File: config.mk
export PLATFORM = sky130hd
export DESIGN_NAME = multichannel_linear_interpolator
export DESIGN_NICKNAME = d
export VERILOG_FILES = /design/src/rtl/multichannel_linear_interpolator.sv
export SDC_FILE = /design/constraint.sdc
export NUM_CORES = 1
export LEC_CHECK = 0
export CORE_UTILIZATION = 41
export CTS_CLUSTER_SIZE = 25
export DETAILED_ROUTE_END_ITERATION = 7
export SLEW_MARGIN = 30
export SYNTH_ARGS = -nofsm -noshare
export SYNTH_HDL_FRONTEND = slang
export SYNTH_SLANG_ARGS = --single-unit
File: constraint.sdc
create_clock -name clk -period 11.7 [get_ports clk]
set_clock_uncertainty 0.15 [all_clocks]
set_input_delay 2.34 -clock clk [delete_from_list [all_inputs] [get_ports clk]]
set_output_delay 2.34 -clock clk [all_outputs]
set_load 0.01 [all_outputs]
File: src/rtl/multichannel_linear_interpolator.sv
// Multichannel linear interpolator: measures the input sample period, generates the output-rate tick,
// and produces one linearly interpolated sample per channel for each tick. Optional macro: INTERP_ROUND_EN.
module multichannel_linear_interpolator #(
  parameter int unsigned DATA_W   = 24,
  parameter int unsigned CHANNELS = 2,
  parameter int unsigned CNT_W    = 11,
  parameter int unsigned FRAC_W   = 10,
  parameter int unsigned OUT_DIV  = 512
) (
  input  logic                       clk,
  input  logic                       reset_n,
  input  logic                       run,
  input  logic                       din_valid,
  input  logic [CHANNELS*DATA_W-1:0] din,
  output logic                       dout_valid,
  output logic [CHANNELS*DATA_W-1:0] dout,
  output logic                       busy,
  output logic [CNT_W-1:0]           period,
  output logic                       overrun
);
  localparam int unsigned VEC_W  = CHANNELS * DATA_W;
  localparam int unsigned DIFF_W = DATA_W + 1;
  localparam int unsigned PROD_W = DATA_W + FRAC_W + 2;
  localparam int unsigned REM_W  = CNT_W + 1;
  localparam int unsigned DIV_W  = (OUT_DIV > 1) ? $clog2(OUT_DIV) : 1;
  localparam int unsigned CH_W   = (CHANNELS > 1) ? $clog2(CHANNELS) : 1;
  localparam int unsigned STEP_W = $clog2(FRAC_W + 1);

  localparam logic [DIV_W-1:0]  LAST_DIV  = DIV_W'(OUT_DIV - 1);
  localparam logic [CH_W-1:0]   LAST_CH   = CH_W'(CHANNELS - 1);
  localparam logic [STEP_W-1:0] LAST_STEP = STEP_W'(FRAC_W - 1);

  typedef enum logic [1:0] {S_IDLE, S_DIV, S_MAC, S_OUT} state_t;

  state_t                state_q, state_d;
  logic [STEP_W-1:0]     step_q, step_d;
  logic [CH_W-1:0]       ch_q, ch_d;
  logic [DIV_W-1:0]      div_q, div_d;
  logic [CNT_W-1:0]      elapsed_q, elapsed_d;
  logic [CNT_W-1:0]      period_q, period_d;
  logic [1:0]            primed_q, primed_d;
  logic [VEC_W-1:0]      prev_q, prev_d, cur_q, cur_d;
  logic [VEC_W-1:0]      prev_s_q, prev_s_d, cur_s_q, cur_s_d;
  logic [CNT_W-1:0]      p_s_q, p_s_d;
  logic [CNT_W-1:0]      rem_q, rem_d;
  logic [FRAC_W-1:0]     frac_q, frac_d;
  logic                  spec_q, spec_d;
  logic [VEC_W-1:0]      y_q, y_d;
  logic [VEC_W-1:0]      dout_q, dout_d;
  logic                  dout_valid_q, dout_valid_d;
  logic                  busy_q, busy_d;
  logic                  overrun_q, overrun_d;

  logic                  tick_c;
  logic [REM_W-1:0]      rem_sh_c;
  logic signed [DATA_W-1:0] prev_ch_c, cur_ch_c, y_c;
  logic signed [DIFF_W-1:0] diff_c;
  logic signed [PROD_W-1:0] prod_c, prod_sh_c;

  assign dout_valid = dout_valid_q;
  assign dout       = dout_q;
  assign busy       = busy_q;
  assign period     = period_q;
  assign overrun    = overrun_q;

  // Next-state, datapath and output logic
  always_comb begin
    state_d      = state_q;
    step_d       = step_q;
    ch_d         = ch_q;
    elapsed_d    = elapsed_q;
    period_d     = period_q;
    primed_d     = primed_q;
    prev_d       = prev_q;
    cur_d        = cur_q;
    prev_s_d     = prev_s_q;
    cur_s_d      = cur_s_q;
    p_s_d        = p_s_q;
    rem_d        = rem_q;
    frac_d       = frac_q;
    spec_d       = spec_q;
    y_d          = y_q;
    dout_d       = dout_q;
    dout_valid_d = 1'b0;
    overrun_d    = overrun_q;

    tick_c = run && (div_q == LAST_DIV);
    div_d  = (div_q == LAST_DIV) ? '0 : div_q + DIV_W'(1);

    // One channel of prev + floor(diff*frac / 2^FRAC_W); the result stays between prev and cur
    prev_ch_c = prev_s_q[ch_q*DATA_W +: DATA_W];
    cur_ch_c  = cur_s_q[ch_q*DATA_W +: DATA_W];
    diff_c    = DIFF_W'(cur_ch_c) - DIFF_W'(prev_ch_c);
    prod_c    = PROD_W'(diff_c) * PROD_W'($signed({1'b0, frac_q}));
`ifdef INTERP_ROUND_EN
    prod_c    = prod_c + (PROD_W'(1) <<< (FRAC_W - 1));
`endif
    prod_sh_c = prod_c >>> FRAC_W;
    y_c       = DATA_W'(PROD_W'(prev_ch_c) + prod_sh_c);
    rem_sh_c  = {rem_q, 1'b0};

    if (din_valid) begin
      prev_d    = cur_q;
      cur_d     = din;
      period_d  = elapsed_q;
      elapsed_d = '0;
      primed_d  = (primed_q == 2'd2) ? 2'd2 : primed_q + 2'd1;
    end else if (elapsed_q != '1) begin
      elapsed_d = elapsed_q + CNT_W'(1);
    end

    if (tick_c && (state_q != S_IDLE)) overrun_d = 1'b1;

    case (state_q)
      S_IDLE: begin
        if (tick_c && (primed_q == 2'd2)) begin
          state_d  = S_DIV;
          step_d   = '0;
          prev_s_d = prev_q;
          cur_s_d  = cur_q;
          p_s_d    = period_q;
          rem_d    = elapsed_q;
          frac_d   = '0;
          spec_d   = 1'b0;
          if (period_q == '0) begin
            spec_d = 1'b1;
          end else if (elapsed_q >= period_q) begin
            frac_d = '1;
            spec_d = 1'b1;
          end
        end
      end
      S_DIV: begin
        // Restoring division: one quotient bit of e*2^FRAC_W/P per cycle
        if (!spec_q) begin
          if (rem_sh_c >= {1'b0, p_s_q}) begin
            rem_d  = CNT_W'(rem_sh_c - {1'b0, p_s_q});
            frac_d = {frac_q[FRAC_W-2:0], 1'b1};
          end else begin
            rem_d  = rem_sh_c[CNT_W-1:0];
            frac_d = {frac_q[FRAC_W-2:0], 1'b0};
          end
        end
        if (step_q == LAST_STEP) begin
          state_d = S_MAC;
          ch_d    = '0;
        end else begin
          step_d = step_q + STEP_W'(1);
        end
      end
      S_MAC: begin
        y_d[ch_q*DATA_W +: DATA_W] = y_c;
        if (ch_q == LAST_CH) state_d = S_OUT;
        else                 ch_d    = ch_q + CH_W'(1);
      end
      S_OUT: begin
        dout_d       = y_q;
        dout_valid_d = 1'b1;
        state_d      = S_IDLE;
      end
      default: state_d = S_IDLE;
    endcase

    // Soft reset: everything clears except the last output sample
    if (!run) begin
      state_d      = S_IDLE;
      step_d       = '0;
      ch_d         = '0;
      div_d        = '0;
      elapsed_d    = '0;
      period_d     = '0;
      primed_d     = '0;
      prev_d       = '0;
      cur_d        = '0;
      prev_s_d     = '0;
      cur_s_d      = '0;
      p_s_d        = '0;
      rem_d        = '0;
      frac_d       = '0;
      spec_d       = 1'b0;
      y_d          = '0;
      dout_d       = dout_q;
      dout_valid_d = 1'b0;
      overrun_d    = 1'b0;
    end

    busy_d = (state_d != S_IDLE);
  end

  always_ff @(posedge clk) begin
    if (!reset_n) begin
      state_q      <= S_IDLE;
      step_q       <= '0;
      ch_q         <= '0;
      div_q        <= '0;
      elapsed_q    <= '0;
      period_q     <= '0;
      primed_q     <= '0;
      prev_q       <= '0;
      cur_q        <= '0;
      prev_s_q     <= '0;
      cur_s_q      <= '0;
      p_s_q        <= '0;
      rem_q        <= '0;
      frac_q       <= '0;
      spec_q       <= 1'b0;
      y_q          <= '0;
      dout_q       <= '0;
      dout_valid_q <= 1'b0;
      busy_q       <= 1'b0;
      overrun_q    <= 1'b0;
    end else begin
      state_q      <= state_d;
      step_q       <= step_d;
      ch_q         <= ch_d;
      div_q        <= div_d;
      elapsed_q    <= elapsed_d;
      period_q     <= period_d;
      primed_q     <= primed_d;
      prev_q       <= prev_d;
      cur_q        <= cur_d;
      prev_s_q     <= prev_s_d;
      cur_s_q      <= cur_s_d;
      p_s_q        <= p_s_d;
      rem_q        <= rem_d;
      frac_q       <= frac_d;
      spec_q       <= spec_d;
      y_q          <= y_d;
      dout_q       <= dout_d;
      dout_valid_q <= dout_valid_d;
      busy_q       <= busy_d;
      overrun_q    <= overrun_d;
    end
  end

endmodule

==> PnR_summary.wiki, run 1 <==
{| class="wikitable"
! Metric !! Value
|-
| Status || finished, final reports clean
|-
| Pin count of the biggest net entering global routing || around 180
|-
| Min Hold Slack || slightly below 300 ps
|-
| Wire length of the first global-routing pass || between 100 and 150 mm
|-
| Overall power after layout || ~2.5 mW
|-
| Number of maximum-capacitance violations || 0
|-
| Total of flip-flops plus latches after synthesis || 364
|-
| Count of standard-cell rows || 90
|-
| Number of fill cells || just under 6000
|-
| CTS HTree Levels || 2
|-
| Top-level port count || between 100 and 150
|-
| Ranking of synthesized cells by area || sky130_fd_sc_hd__dfxtp_1 (29%), sky130_fd_sc_hd__fa_1 (17%), sky130_fd_sc_hd__nand2_1 (8.3%), sky130_fd_sc_hd__ha_1 (7.4%), sky130_fd_sc_hd__mux2i_1 (5.9%)
|-
| CP Data Arrival Time || roughly 11000 ps
|-
| Hold Fails Final Rpt || 0
|-
| Overall fraction of global-route tracks in use || a little over a fifth
|-
| Chip height || roughly 250 um
|-
| Async set or reset register ratio after synthesis || 0%
|-
| First-pass iteration count of the detailed router || 6
|-
| Worst-margin pin slew || 947 ps
|-
| Aggregate routed wire length || between 60 and 70 mm
|-
| Die Area || approximately 62000 um^2
|-
| Yosys warns || 0
|-
| RSZ-0062 raised after global routing || no
|-
| Avg Synthesized Cell Area || about 8.5 um^2
|-
| Worst IR Drop VDD || roughly 0.11 mV
|-
| CP max-delay cell || sky130_fd_sc_hd__dfxtp_2
|-
| Number of vias after detailed routing || 19600
|-
| Sequential fraction of the synthesis area || 28.9%
|-
| Width of the die || 250 um
|-
| Max incr delay on CP || roughly 760 ps
|-
| Multiplexer area fraction after synthesis || ~7.4%
|-
| Critical Path Start Type || flop
|-
| Drt first-iter violations || about 1400
|-
| Fraction of the mapped netlist area in compound gates || between 10% and 20%
|-
| Worst Setup Path Type || flop to flop
|-
| Antenna Nets Post-Route || 0
|-
| Type of the most critical hold path || flop to flop
|-
| Final instance count without filler cells || approximately 3800
|-
| Placeable Area || between 60000 and 70000 um^2
|-
| GRT overflow || 0
|-
| CTS sink cnt || between 300 and 400
|-
| Main synth FF type || sky130_fd_sc_hd__dfxtp_1
|-
| Routed wire per std cell || ~17 um
|-
| Final critical delay including setup and external delays || between 10000 and 15000 ps
|-
| Number of port buffers || 113
|-
| Clock buffers created by TritonCTS || 37
|-
| Maximum clock frequency || about 0.09 GHz
|-
| Effective utilization at floorplan || a little over two fifths
|-
| Drt drc || 0
|-
| Accumulated negative setup slack || 0 ps
|-
| Synthesized cell area || ~25000 um^2
|-
| Fraction of the mapped netlist area in adder cells || 24.2%
|-
| Final #Nets || between 3000 and 4000
|-
| Number of flops mapped to enable cells by yosys || 0
|-
| Share of the clock period used by the worst path || between 90% and 100%
|-
| Xor/xnor cell area share of the yosys netlist || between 2 and 3%
|-
| Fraction of final layout cells sized beyond drive strength 1 || 5.40%
|-
| Type of element capturing the critical path || flop
|-
| Slew HR || between 30% and 40%
|-
| Total of hold buffers inserted after clock tree synthesis || 0
|-
| Largest family of logic cells by synthesized area || adder cells
|-
| CTS clock-pin slew for the worst setup and hold paths || around 70 ps
|-
| Cells after synthesis || a little under 3000
|-
| Share of the synthesized area in the top cell type || between 20 and 30%
|-
| Number of instances in the placed design || between 3000 and 4000
|-
| Clock Root Buffer || sky130_fd_sc_hd__clkbuf_16
|-
| Total of endpoints with negative setup slack in the final report || 0
|-
| Multi-input gate area || 16200 um^2
|-
| WP data required || between 10000 and 15000 ps
|-
| Post-DP HPWL || 48.2 mm
|-
| Top cells by instance count after synthesis || sky130_fd_sc_hd__nand2_1 (558), sky130_fd_sc_hd__dfxtp_1 (364), sky130_fd_sc_hd__inv_1 (319)
|-
| Number of buffers on the longest clock path || 3
|-
| Final count of pins violating max slew || 0
|-
| Max Fanout on Critical Path || 25
|-
| Clock latency on the worst-skew pair || approximately 540 ps
|-
| Library cell with the highest instance count after synthesis || sky130_fd_sc_hd__nand2_1
|-
| Number of library cell types mapped by synthesis || 70
|-
| Leakage dissipation || 11.8 nW
|-
| Antenna violations before repair || 2
|-
| Vias in the first global route || 19900
|-
| Total nets after synthesis || around 3400
|-
| Cell repeated most along the worst path || sky130_fd_sc_hd__fa_1
|-
| Routability congestion estimate from global placement || between 0.9 and 1
|-
| Area occupied by registers || approximately 7300 um^2
|-
| Via density per instance || about 5.2
|-
| Clock tree from TritonCTS || yes
|-
| Area growth, synth to finish || 12.2%
|-
| Number of setup buffers added after CTS || 0
|-
| Cell area power density || roughly 90 nW/um^2
|-
| Simple-Gate Fraction of Synth Area || 18.4%
|-
| Post-synthesis cell type with the largest combined area || sky130_fd_sc_hd__dfxtp_1
|}
-- placed cells by master, fill, tap and decap left out, types with 12 or more instances in the layout --
master	Yosys	routed
sky130_fd_sc_hd__o211ai_1	13	13
sky130_fd_sc_hd__and2_1	110	110
sky130_fd_sc_hd__a21o_1	21	21
sky130_fd_sc_hd__nand2b_1	40	40
sky130_fd_sc_hd__ha_1	149	148
sky130_fd_sc_hd__xor2_1	26	26
sky130_fd_sc_hd__clkdlybuf4s50_1	0	112
sky130_fd_sc_hd__a21boi_0	52	52
sky130_fd_sc_hd__clkbuf_16	0	38
sky130_fd_sc_hd__xnor2_1	51	49
sky130_fd_sc_hd__nand3_1	27	26
sky130_fd_sc_hd__mux2_2	34	34
sky130_fd_sc_hd__o21a_1	24	24
sky130_fd_sc_hd__fa_1	211	211
sky130_fd_sc_hd__nand2_1	558	557
sky130_fd_sc_hd__nor2b_1	27	26
sky130_fd_sc_hd__buf_4	1	33
sky130_fd_sc_hd__mux2i_1	148	148
sky130_fd_sc_hd__o21ai_0	48	48
sky130_fd_sc_hd__a21oi_1	208	207
sky130_fd_sc_hd__nor2_1	211	210
sky130_fd_sc_hd__dfxtp_1	364	362
sky130_fd_sc_hd__nor3_1	26	26
sky130_fd_sc_hd__inv_1	319	319
sky130_fd_sc_hd__a211oi_1	12	12
sky130_fd_sc_hd__and3_1	19	19
-- critical path, delay by kind of cell (launching register included) --
family	cells	cell delay, ps
AO/OA/AOI/OAI	18	3880
adder cells (fa/ha/maj)	8	3390
buffers and inverters	4	220
flip-flops	1	760
multiplexers	1	370
AND/OR/NAND/NOR	10	1990
-- final cells by class --
cell class | instances | share of cell area, %
inverters | 319 | 4.23
clock inverters | 10 | 0.292
well taps | 782 | 3.46
clock buffers | 53 | 3.84
multi-input cells | 2124 | 57.4
diodes | 1 | 0.00885
flip-flops and latches | 364 | 25.8
repair buffers | 149 | 5.03
-- registers in the layout (all words and copies together) (netlist names), 9 cells and up --
signal and count:
y_q 48, elapsed_q 11, rem_q 11, prev_q 48, dout 48, p_s_q 11, cur_q 48, prev_s_q 48
period 11, frac_q 10, cur_s_q 48, div_q 9
-- worst paths after layout --
kind / from / end / slack, ps / cells past startpoint
setup / recovery: ch_q$_SDFFE_PN0P_ / y_q[23]$_SDFFE_PN0P_ / 810 / 41
hold / removal: div_q[0]$_SDFF_PP0_ / div_q[0]$_SDFF_PP0_ / 300 / 1
setup reg to reg: ch_q$_SDFFE_PN0P_ / y_q[23]$_SDFFE_PN0P_ / 810 / 41
hold reg to reg: div_q[0]$_SDFF_PP0_ / div_q[0]$_SDFF_PP0_ / 300 / 1
-- metrics by stage --
stage                     util (%)  area (um^2)  setup WS (ps)
after CTS                     46.6        28300            869
final                         46.7        28300            814
after floorplan                  -        25200           1560
after global routing          46.7        28300           56.5
after detailed placement      44.7        27100            908
after global placement        44.7        27100           1060
-- where the power goes --
part	switching [mW]	internal, mW
Clock	0.493	0.651
Sequential	0.00720	1.25
Combinational	0.0400	0.0347
-- timing repair --
item	in CTS	in global routing
endpoints found under the setup margin	0	1
endpoints found under the hold margin	0	0
gates resized for setup	0	2
-- routing by layer --
| layer | routed length [um] | track usage, % | vias to the layer above |
|---|---|---|---|
| met3 | 2680 | 2.16 | 73 |
| li1 | - | - | 9586 |
| met4 | 1540 | 5.73 | 0 |
| met5 | 0 | 0 | - |
| met2 | 29600 | 34.0 | 408 |
| met1 | 30500 | 29.3 | 9542 |
-- kinds of logic after synthesis --
group                      Yosys count
and+or+nand+nor                   1056
buffers and inverters              469
DFF                                364
muxes                              182
AOI/OAI and AO/OA                  449
xor gates and xnor gates            77
adders and majority gates          360
Note: power is estimated with default switching activity, not from simulation.
==> run 2: changes to the inputs <==
--- a/config.mk
+++ b/config.mk
@@ -6,4 +6,5 @@
 export NUM_CORES = 1
 export LEC_CHECK = 0
+export ABC_AREA = 1
 export CORE_UTILIZATION = 41
 export CTS_CLUSTER_SIZE = 25
--- a/constraint.sdc
+++ b/constraint.sdc
@@ -3,3 +3,3 @@
 set_input_delay 2.34 -clock clk [delete_from_list [all_inputs] [get_ports clk]]
 set_output_delay 2.34 -clock clk [all_outputs]
-set_load 0.01 [all_outputs]
+set_load 0.05 [all_outputs]
==> run 2 against run 1 <==
- synthesized area shrank 0.80%
- critical path depth rose by 6
- critical path type unchanged
- sequential share of layout area grew 0.071 points
- global-route usage rose by 1.7 points
- critical endpoint is now y_q[45]$_SDFFE_PN0P_
- sequential power is essentially flat
==> PnR_summary.wiki, run 2 <==
{| class="wikitable"
! Metric !! Value
|-
| Status || finished, final reports clean (unchanged)
|-
| Cells after synthesis || 3322 (was 2957)
|-
| Post-synthesis cell type with the largest combined area || sky130_fd_sc_hd__dfxtp_1 (unchanged)
|-
| Width of the die || 249 um (was 250 um)
|-
| Max incr delay on CP || 560 ps (was 760 ps)
|-
| Routability congestion estimate from global placement || 0.893 (was 0.940)
|-
| CP max-delay cell || sky130_fd_sc_hd__fa_1 (was sky130_fd_sc_hd__dfxtp_2)
|-
| Number of fill cells || 6178 (was 5886)
|-
| Main synth FF type || sky130_fd_sc_hd__dfxtp_1 (unchanged)
|-
| Max Fanout on Critical Path || 25 (unchanged)
|-
| Type of the most critical hold path || flop to flop (unchanged)
|-
| CTS sink cnt || 364 (unchanged)
|-
| RSZ-0062 raised after global routing || no (unchanged)
|-
| Final #Nets || 3767 (was 3407)
|-
| Overall fraction of global-route tracks in use || 22.5% (was 20.9%)
|-
| Clock Root Buffer || sky130_fd_sc_hd__clkbuf_16 (unchanged)
|-
| Cell area power density || 95.8 nW/um^2 (was 87.4 nW/um^2)
|-
| Number of port buffers || 113 (unchanged)
|-
| Effective utilization at floorplan || 41.4% (was 41.6%)
|-
| Yosys warns || 0 (unchanged)
|-
| Drt drc || 0 (unchanged)
|-
| Critical Path Start Type || flop (unchanged)
|-
| Clock buffers created by TritonCTS || 40 (was 37)
|-
| Slew HR || 32.6% (was 36.4%)
|-
| Share of the clock period used by the worst path || 86.2% (was 93.0%)
|-
| Antenna Nets Post-Route || 0 (unchanged)
|-
| Die Area || 62000 um^2 (was 62500 um^2)
|-
| CTS HTree Levels || 2 (unchanged)
|-
| Vias in the first global route || 20600 (was 19900)
|-
| Final critical delay including setup and external delays || 10080 ps (was 10890 ps)
|-
| Number of setup buffers added after CTS || 0 (unchanged)
|-
| Share of the synthesized area in the top cell type || 29.1% (was 28.9%)
|-
| Multi-input gate area || 15200 um^2 (was 16200 um^2)
|-
| Drt first-iter violations || 1159 (was 1363)
|-
| WP data required || 12010 ps (was 11970 ps)
|-
| CP Data Arrival Time || 10390 ps (was 11150 ps)
|-
| Ranking of synthesized cells by area || sky130_fd_sc_hd__dfxtp_1 (29%), sky130_fd_sc_hd__fa_1 (17%), sky130_fd_sc_hd__nand2_1 (8.5%), sky130_fd_sc_hd__inv_1 (8.1%), sky130_fd_sc_hd__ha_1 (7.5%) (was sky130_fd_sc_hd__dfxtp_1 (29%), sky130_fd_sc_hd__fa_1 (17%), sky130_fd_sc_hd__nand2_1 (8.3%), sky130_fd_sc_hd__ha_1 (7.4%), sky130_fd_sc_hd__mux2i_1 (5.9%))
|-
| Number of vias after detailed routing || 20900 (was 19600)
|-
| Cell repeated most along the worst path || sky130_fd_sc_hd__nand2_1 (was sky130_fd_sc_hd__fa_1)
|-
| GRT overflow || 0 (unchanged)
|-
| Wire length of the first global-routing pass || 112 mm (was 106 mm)
|-
| Final count of pins violating max slew || 0 (unchanged)
|-
| Async set or reset register ratio after synthesis || 0% (unchanged)
|-
| Total of hold buffers inserted after clock tree synthesis || 0 (unchanged)
|-
| Worst Setup Path Type || flop to flop (unchanged)
|-
| Area occupied by registers || 7290 um^2 (about the same)
|-
| Maximum clock frequency || 0.0992 GHz (was 0.0919 GHz)
|-
| Accumulated negative setup slack || 0 ps (unchanged)
|-
| Aggregate routed wire length || 69.0 mm (was 64.4 mm)
|-
| Routed wire per std cell || 16.6 um (was 16.9 um)
|-
| Chip height || 249 um (was 250 um)
|-
| Placeable Area || 60400 um^2 (was 60600 um^2)
|-
| Fraction of final layout cells sized beyond drive strength 1 || 4.84% (was 5.40%)
|-
| Total of flip-flops plus latches after synthesis || 364 (unchanged)
|-
| Clock latency on the worst-skew pair || 590 ps (was 540 ps)
|-
| Post-CTS resize count || 0 (unchanged)
|-
| Antenna violations before repair || 1 (was 2)
|-
| Worst-margin pin slew || 1000 ps (was 947 ps)
|-
| Worst Hold Depth || 2 (was 1)
|-
| Total of endpoints with negative setup slack in the final report || 0 (unchanged)
|-
| Leakage dissipation || 12.6 nW (was 11.8 nW)
|-
| Number of maximum-capacitance violations || 0 (unchanged)
|-
| Synthesized cell area || 25000 um^2 (was 25200 um^2)
|-
| Number of buffers on the longest clock path || 3 (unchanged)
|-
| Total nets after synthesis || 3734 (was 3369)
|-
| Area growth, synth to finish || 12.8% (was 12.2%)
|-
| Number of library cell types mapped by synthesis || 55 (was 70)
|-
| Worst IR Drop VDD || 0.0939 mV (was 0.108 mV)
|-
| Pin count of the biggest net entering global routing || 104 (was 179)
|-
| Post-DP HPWL || 52.5 mm (was 48.2 mm)
|-
| Hold Fails Final Rpt || 0 (unchanged)
|-
| Sequential fraction of the synthesis area || 29.1% (was 28.9%)
|-
| Core utilization of the finished layout || 46.7% (about the same)
|-
| Library cell with the highest instance count after synthesis || sky130_fd_sc_hd__nand2_1 (unchanged)
|-
| Top-level port count || 114 (unchanged)
|-
| Most frequent cells in the layout || sky130_fd_sc_hd__nand2_1 (568), sky130_fd_sc_hd__inv_1 (537), sky130_fd_sc_hd__nor2_1 (400) (was sky130_fd_sc_hd__nand2_1 (557), sky130_fd_sc_hd__dfxtp_1 (362), sky130_fd_sc_hd__inv_1 (319))
|-
| Top cells by instance count after synthesis || sky130_fd_sc_hd__nand2_1 (569), sky130_fd_sc_hd__inv_1 (538), sky130_fd_sc_hd__nor2_1 (402) (was sky130_fd_sc_hd__nand2_1 (558), sky130_fd_sc_hd__dfxtp_1 (364), sky130_fd_sc_hd__inv_1 (319))
|-
| CTS clock-pin slew for the worst setup and hold paths || 60 ps (was 70 ps)
|-
| Count of standard-cell rows || 90 (unchanged)
|-
| Most frequent standard cell in the layout excluding fill and tap cells || sky130_fd_sc_hd__nand2_1 (unchanged)
|-
| Clock tree from TritonCTS || yes (unchanged)
|-
| Type of element capturing the critical path || flop (unchanged)
|-
| Via density per instance || 5.01 (was 5.16)
|-
| R2R cell count || 47 (was 41)
|-
| Avg Synthesized Cell Area || 7.53 um^2 (was 8.52 um^2)
|-
| First-pass iteration count of the detailed router || 7 (was 6)
|-
| Count of antenna diodes in the layout || 0 (was 1)
|-
| Number of flops mapped to enable cells by yosys || 0 (unchanged)
|-
| Overall power after layout || 2.70 mW (was 2.47 mW)
|}
run 2: cell types whose count changed after synthesis, moves of 37 or more:
cell / previous run / this run
sky130_fd_sc_hd__nor2_1: 211 / 402
sky130_fd_sc_hd__a21oi_1: 208 / 330
sky130_fd_sc_hd__or2_2: 4 / 41
sky130_fd_sc_hd__nand2b_1: 40 / 0
sky130_fd_sc_hd__mux2i_1: 148 / 1
sky130_fd_sc_hd__a21boi_0: 52 / 2
sky130_fd_sc_hd__and2_1: 110 / 1
sky130_fd_sc_hd__inv_1: 319 / 538
sky130_fd_sc_hd__o21ai_0: 48 / 295
run 2: layer usage:
| metal | vias up | GRT usage (%) | wire length (um) |
|---|---|---|---|
| met4 | 2 | 5.25 | 1260 |
| met5 | - | 0 | 13 |
| met3 | 75 | 2.79 | 2950 |
| met1 | 9883 | 31.5 | 33100 |
| li1 | 10500 | - | - |
| met2 | 465 | 37.0 | 31700 |
run 2: layout make-up:
cell class | instances | area share, %
multi-input cells | 2271 | 53.8
clock buffers | 57 | 4.02
well taps | 782 | 3.47
flip-flops and latches | 364 | 25.8
inverters | 543 | 7.24
clock inverters | 15 | 1.03
repair buffers | 135 | 4.65
run 2: final timing paths:
path,to,from,slack (ps)
worst max-delay path,y_q[45]$_SDFFE_PN0P_,ch_q$_SDFFE_PN0P_,1620
worst max register to register,y_q[45]$_SDFFE_PN0P_,ch_q$_SDFFE_PN0P_,1620
worst min register to register,dout[32]$_SDFFE_PN0P_,dout[32]$_SDFFE_PN0P_,290
worst min-delay path,dout[32]$_SDFFE_PN0P_,dout[32]$_SDFFE_PN0P_,290
run 2: through the flow:
stage / cell area (um^2) / std cells / hold WS (ps) / setup slack, ps
global route: 28200 / 4167 / 315 / 779
finish: 28200 / 4167 / 292 / 1620
detailed placement: 26800 / 4095 / 285 / 1600
CTS: 28200 / 4167 / 295 / 1600
global placement: 26700 / 4094 / 281 / 1750
floorplan: 25000 / 3322 / 268 / 2850
run 2: cell families after synthesis:
| logic type | after synthesis | share of synthesized area, % |
|---|---|---|
| DFF | 364 | 29.1 |
| and+or+nand+nor | 1112 | 17.9 |
| muxes | 1 | 0.0400 |
| AOI/OAI and AO/OA | 722 | 15.5 |
| xor gates and xnor gates | 76 | 2.75 |
| buffers and inverters | 687 | 10.3 |
| adders and majority gates | 360 | 24.4 |
run 2: power by group:
part	total [mW]	switching (mW)	leakage (nW)	internal, mW
Sequential	1.26	0.00830	2.94	1.25
Clock	1.35	0.535	0.696	0.817
Combinational	0.0928	0.0592	8.96	0.0336
run 2: critical path: cells and delay by family (launching register included):
family,cells,cell delay [ps]
fa+ha+maj,8,3660
compound gates,16,2480
xor+xnor,2,340
simple gates,14,1900
flops,1,300
buf+inv,7,1140
